[src/rtl/rr_arbiter8_if.sv]
// Request/grant bundle between eight requesters and the round-robin arbiter.
// The arbiter side drives the grant signals (master); requesters drive req (slave).
interface rr_arbiter8_if #(
    parameter int N     = 8,
    parameter int IDX_W = 3
);
    logic [N-1:0]     req;
    logic [N-1:0]     grant;
    logic [IDX_W-1:0] grant_idx;
    logic             grant_valid;

    modport master (
        input  req,
        output grant,
        output grant_idx,
        output grant_valid
    );

    modport slave (
        output req,
        input  grant,
        input  grant_idx,
        input  grant_valid
    );
endinterface

[src/rtl/rr_arbiter8.sv]
// Round-robin arbiter for 8 requesters: registered one-hot grant, binary index,
// and a hold-time limit that forces a handoff when others are waiting.
module rr_arbiter8 #(
    parameter int N        = 8,
    parameter int IDX_W    = 3,
    parameter int MAX_HOLD = 16
) (
    input  logic           clk,
    input  logic           rst_n,
    rr_arbiter8_if.master  bus
);

    localparam int HCNT_W   = $clog2(MAX_HOLD) + 1;
    localparam bit LIMIT_EN = (MAX_HOLD != 0);
    // With the limit disabled the counter simply parks at all-ones.
    localparam logic [HCNT_W-1:0] HOLD_LAST =
        HCNT_W'(LIMIT_EN ? MAX_HOLD - 1 : (1 << HCNT_W) - 1);

    typedef enum logic {
        IDLE,
        GRANT
    } state_e;

    state_e            state_q, state_d;
    logic [IDX_W-1:0]  ptr_q, ptr_d;
    logic [HCNT_W-1:0] hcnt_q, hcnt_d;
    logic [N-1:0]      grant_q, grant_d;
    logic [IDX_W-1:0]  idx_q, idx_d;
    logic              valid_q, valid_d;

    logic [IDX_W-1:0]  search_base;
    logic [N-1:0]      search_req;
    logic              win_found;
    logic [IDX_W-1:0]  win_idx;
    logic              others_any;
    logic              handoff;

    // The current owner is masked out, so a timed-out owner cannot re-win.
    assign search_req = bus.req & ~grant_q;
    assign search_base = (state_q == GRANT) ? idx_q + IDX_W'(1) : ptr_q;
    assign others_any  = |search_req;
    assign handoff     = (state_q == GRANT) &&
                         (!bus.req[idx_q] ||
                          (LIMIT_EN && (hcnt_q == HOLD_LAST) && others_any));

    // Scan from the far end so the last hit is the nearest one to the base.
    always_comb begin
        logic [IDX_W-1:0] cand;
        // NOTE: every always_comb output gets a default first so no path leaves it unassigned and infers a latch.
        win_found = 1'b0;
        win_idx   = '0;
        cand      = '0;
        for (int i = N - 1; i >= 0; i--) begin
            cand = search_base + IDX_W'(i);
            if (search_req[cand]) begin
                win_found = 1'b1;
                win_idx   = cand;
            end
        end
    end

    always_comb begin
        state_d = state_q;
        ptr_d   = ptr_q;
        hcnt_d  = hcnt_q;
        grant_d = grant_q;
        idx_d   = idx_q;

        unique case (state_q)
            IDLE: begin
                if (win_found) begin
                    state_d = GRANT;
                    grant_d = N'(1) << win_idx;
                    idx_d   = win_idx;
                    hcnt_d  = '0;
                end
            end
            GRANT: begin
                if (handoff) begin
                    ptr_d  = search_base;
                    hcnt_d = '0;
                    if (win_found) begin
                        grant_d = N'(1) << win_idx;
                        idx_d   = win_idx;
                    end else begin
                        state_d = IDLE;
                        grant_d = '0;
                        idx_d   = '0;
                    end
                end else if (hcnt_q != HOLD_LAST) begin
                    hcnt_d = hcnt_q + HCNT_W'(1);
                end
            end
        endcase

        valid_d = |grant_d;
    end

    always_ff @(posedge clk or negedge rst_n) begin
        if (!rst_n) begin
            state_q <= IDLE;
            ptr_q   <= '0;
            hcnt_q  <= '0;
            grant_q <= '0;
            idx_q   <= '0;
            valid_q <= 1'b0;
        end else begin
            // NOTE: non-blocking assignments keep every register sampling pre-edge values, avoiding simulation races.
            state_q <= state_d;
            ptr_q   <= ptr_d;
            hcnt_q  <= hcnt_d;
            grant_q <= grant_d;
            idx_q   <= idx_d;
            valid_q <= valid_d;
        end
    end

    assign bus.grant       = grant_q;
    assign bus.grant_idx   = idx_q;
    assign bus.grant_valid = valid_q;

endmodule

[src/flat_wrapper.sv]
// flat-port wrapper written by rule: the top's interface ports become plain ports
module rr_arbiter8_flat 
#(
    parameter int N        = 8,
    parameter int IDX_W    = 3,
    parameter int MAX_HOLD = 16
)
  (clk, rst_n, bus_req, bus_grant, bus_grant_idx, bus_grant_valid);
  rr_arbiter8_if #(.N(N), .IDX_W(IDX_W)) bus_i ();
  input  logic clk;
  input  logic rst_n;
  input wire logic [$bits(bus_i.req)-1:0] bus_req;
  output wire logic [$bits(bus_i.grant)-1:0] bus_grant;
  output wire logic [$bits(bus_i.grant_idx)-1:0] bus_grant_idx;
  output wire logic [$bits(bus_i.grant_valid)-1:0] bus_grant_valid;
  assign bus_i.req = bus_req;
  assign bus_grant = bus_i.grant;
  assign bus_grant_idx = bus_i.grant_idx;
  assign bus_grant_valid = bus_i.grant_valid;
  rr_arbiter8 #(.N(N), .IDX_W(IDX_W), .MAX_HOLD(MAX_HOLD)) u_core (.clk(clk), .rst_n(rst_n), .bus(bus_i));
endmodule
[config.mk]
export PLATFORM = sky130hd
export DESIGN_NAME = rr_arbiter8_flat
export DESIGN_NICKNAME = d
export VERILOG_FILES = /design/src/rtl/rr_arbiter8_if.sv /design/src/rtl/rr_arbiter8.sv /design/src/flat_wrapper.sv
export SDC_FILE = /design/constraint.sdc
export NUM_CORES = 1
export LEC_CHECK = 0
export ABC_AREA = 0
export BUFFER_PORTS_ARGS = -buffer_cell sky130_fd_sc_hd__buf_2
export CORE_AREA = 2 2 90 83
export DETAILED_ROUTE_END_ITERATION = 8
export DIE_AREA = 0 0 92 85
export GPL_TIMING_DRIVEN = 1
export MAX_ROUTING_LAYER = met4
export PLACE_DENSITY_LB_ADDON = 0.1
export SLEW_MARGIN = 15
export SYNTH_ARGS = -nofsm -noshare
export SYNTH_HDL_FRONTEND = slang
export SYNTH_SLANG_ARGS = --single-unit
[constraint.sdc]
create_clock -name clk -period 4.33 [get_ports clk]
set_input_delay 0.433 -clock clk [delete_from_list [all_inputs] [get_ports clk]]
set_output_delay 0.433 -clock clk [all_outputs]
set_load 0.02 [all_outputs]
==> results.json <==
{
  "start_kind": "flip-flop",
  "gp_congestion": 0.9286,
  "reg2reg_depth": 10,
  "cts_max_level": 1,
  "cts_buffers": 3,
  "post-route-drc-count": 0,
  "firstDrtPassIters": 5,
  "grt_max_degree": 22,
  "track_usage_pct": 20.89,
  "critPathKind": "reg -> reg",
  "post_cts_buffers": 0,
  "grt_pass1_vias": 2395,
  "cp_slowest_stage_delay_ps": 580,
  "clk_pin_slew_worst_paths_ps": 80,
  "grt_pass1_wl_um": 12770,
  "ys_seq_elements": 21,
  "syn_area_um2": 2346,
  "antenna_found_initial": 0,
  "period_share_pct": 87.39,
  "die-area_um2": 7820,
  "outcome": "finished, final reports clean",
  "area_growth_pct": 11.31,
  "rsz0062_at_grt": "false",
  "num_antenna_cells": 0,
  "dp_hpwl_um": 5881,
  "start_util_pct": 34.03,
  "setup_viol": 0,
  "worstPathArrival_ps": 3940,
  "chipHeight_um": 85,
  "vias_per_cell": 6.185,
  "rrSetupSlack_ps": 550,
  "setup_tns_ps": 0,
  "startpoint": "u_core.state_q",
  "grt-ovfl-total": 0,
  "yosys_warnings": 0,
  "synth_nets": 295,
  "numPortBuffers": 21,
  "crit_buf_inv": 1,
  "critPathCaptureType": "flip-flop",
  "synthCells": 280,
  "layout_common_cells": "21 x buf_2, 21 x dfrtp_1, 17 x nand2_1, 16 x nor2_1, 16 x nor3_1",
  "drt_iter0_drc": 240,
  "crit_family": "simple AND/OR/NAND/NOR gates",
  "r2r-end": "u_core.bus.grant[1]",
  "hold_violations": 0,
  "synth_edf_count": 0,
  "vias": 2437,
  "skew_ps": 2.863,
  "ys.flop_type": "dfrtp_1",
  "detail-route-antenna-nets": 0,
  "core-area_um2": 6894,
  "crit_chain": "or2_1 > nand2_4 > inv_4 > ha_1 > xnor2_1 > mux2_2 > and2_1 > nor3b_1 > a31oi_1 > o41ai_1",
  "min_period_ps": 3784,
  "clock.fmax_mhz": 264.3,
  "cp_slowest_cell": "xnor2_1",
  "cp-endpoint": "u_core.bus.grant[1]",
  "critical_path_depth": 10,
  "crit_required_ps": 4490,
  "nets": 317,
  "cts_resized": 0,
  "r2r_start": "u_core.state_q",
  "report.final.slew_viol_count": 0,
  "holdBufCountCts": 0,
  "min_path_type": "in -> async",
  "routed_wl_um": 7684,
  "worstMarginPinSlew_ps": 941.5,
  "clock_latency_ps": 270,
  "synthesis.area_per_instance_um2": 8.379,
  "ys_types": 69,
  "cts_sinks": 21,
  "clockRootBuffer": "clkbuf_8",
  "pin_count": 22,
  "fp.dieW_um": 92,
  "ys_seq_area_share_pct": 22.40,
  "cp_max_fo": 16,
  "clock_path_buffers": 2,
  "wl_per_cell_um": 19.50,
  "synth_async_sr_flop_share_pct": 100.0,
  "num_rows": 29,
  "drv_cap": 0,
  "cts_tree": "built",
  "drive_gt1_share_pct": 19.27,
  "max_slew_margin_pct": 36.75
}
[sequential cells by signal, indices dropped and copies added, names as in the netlist]
name                    cells
u_core.bus.grant            8
u_core.hcnt_q               5
u_core.bus.grant_idx        3
u_core.ptr_q                3
u_core.bus.grant_valid      1
u_core.state_q              1
[routing by layer]
layer  up-vias  track usage, %  share of wire (%)
li1       1158               -                  -
met4         0           5.020                1.5
met5         -               -                  0
met3        12           2.753                4.6
met1      1181           28.67                 46
met2        86           32.89                 47
[kinds of logic after synthesis]
family | share of synthesized area [%]
mux | 9.707
compound gates | 34.24
fa+ha+maj | 2.667
xor+xnor | 2.240
simple gates | 23.58
buf+inv | 5.173
flops | 22.40
[worst reg2reg max path, delay by kind of cell (launching register included)]
| kind | cells | cell delay (ps) |
|---|---|---|
| mux | 1 | 420 |
| xor+xnor | 1 | 590 |
| fa+ha+maj | 1 | 300 |
| compound gates | 2 | 580 |
| flops | 1 | 560 |
| simple gates | 4 | 1110 |
| buf+inv | 1 | 130 |
[stage by stage]
stage	cell area, um^2	setup WS [ps]	hold WS, ps	utilization, %	instances
final	2611	546.1	120.6	37.88	394
after global routing	2611	286.8	153.2	37.88	394
after CTS	2611	566.9	136.4	37.88	394
after detailed placement	2565	592.0	432.0	37.21	390
after global placement	2565	562.7	429.8	37.21	390
after floorplan	2346	682.8	137.4	-	280
[synthesized netlist by cell type (all sizes together), types with 2 or more instances]
cell | count | share of area (%)
o221ai | 2 | 0.75
a41oi | 2 | 0.75
o22ai | 4 | 1.1
or2 | 4 | 1.1
a21oi | 13 | 2.9
o2111ai | 2 | 0.75
nor2 | 16 | 2.6
nand2b | 11 | 2.9
inv | 13 | 2.2
mux4 | 5 | 4.8
a221oi | 2 | 0.75
and2 | 3 | 0.80
a22o | 3 | 1.1
o2bb2ai | 3 | 1.1
mux2 | 4 | 1.9
nor2b | 8 | 2.1
mux2i | 7 | 3.0
xnor2 | 5 | 1.9
and3 | 7 | 1.9
a211oi | 6 | 1.9
a21o | 2 | 0.64
nand2 | 19 | 3.5
o311ai | 2 | 1.1
a22oi | 2 | 0.64
o41ai | 5 | 2.2
o211ai | 8 | 3.2
a211o | 2 | 0.75
nor3 | 16 | 3.4
o32ai | 5 | 1.9
nand3 | 11 | 2.6
o31ai | 3 | 0.96
ha | 5 | 2.7
nand4 | 6 | 1.6
buf | 10 | 2.5
dfrtp | 21 | 22
o2bb2a | 2 | 0.85
a2111oi | 3 | 1.9
a31oi | 5 | 1.3
clkbuf | 3 | 0.48
o21ai | 13 | 2.8
o31a | 2 | 0.75
[worst min path at each step]
stage / start / to / slack, ps / cells after the start
after floorplan: rst_n / u_core.bus.grant[0] / 140 / 0
after global placement: rst_n / u_core.bus.grant_valid / 430 / 1
after detailed placement: rst_n / u_core.bus.grant_valid / 430 / 1
after CTS: rst_n / u_core.bus.grant_valid / 140 / 1
after global routing: rst_n / u_core.bus.grant_idx[1] / 150 / 1
final: rst_n / u_core.bus.grant_valid / 120 / 1
[area by class of cell]
type	count	area, um^2
inverter	13	51.30
multi-input combinational	233	1699
tap	93	116.4
fill	722	4283
clock inverter	1	5.005
sequential	21	525.5
timing repair buffer	30	172.7
clock buffer	3	41.29
Power is not shown: default switching activity piles up to over one toggle a cycle in this logic, so the estimate is an artifact.
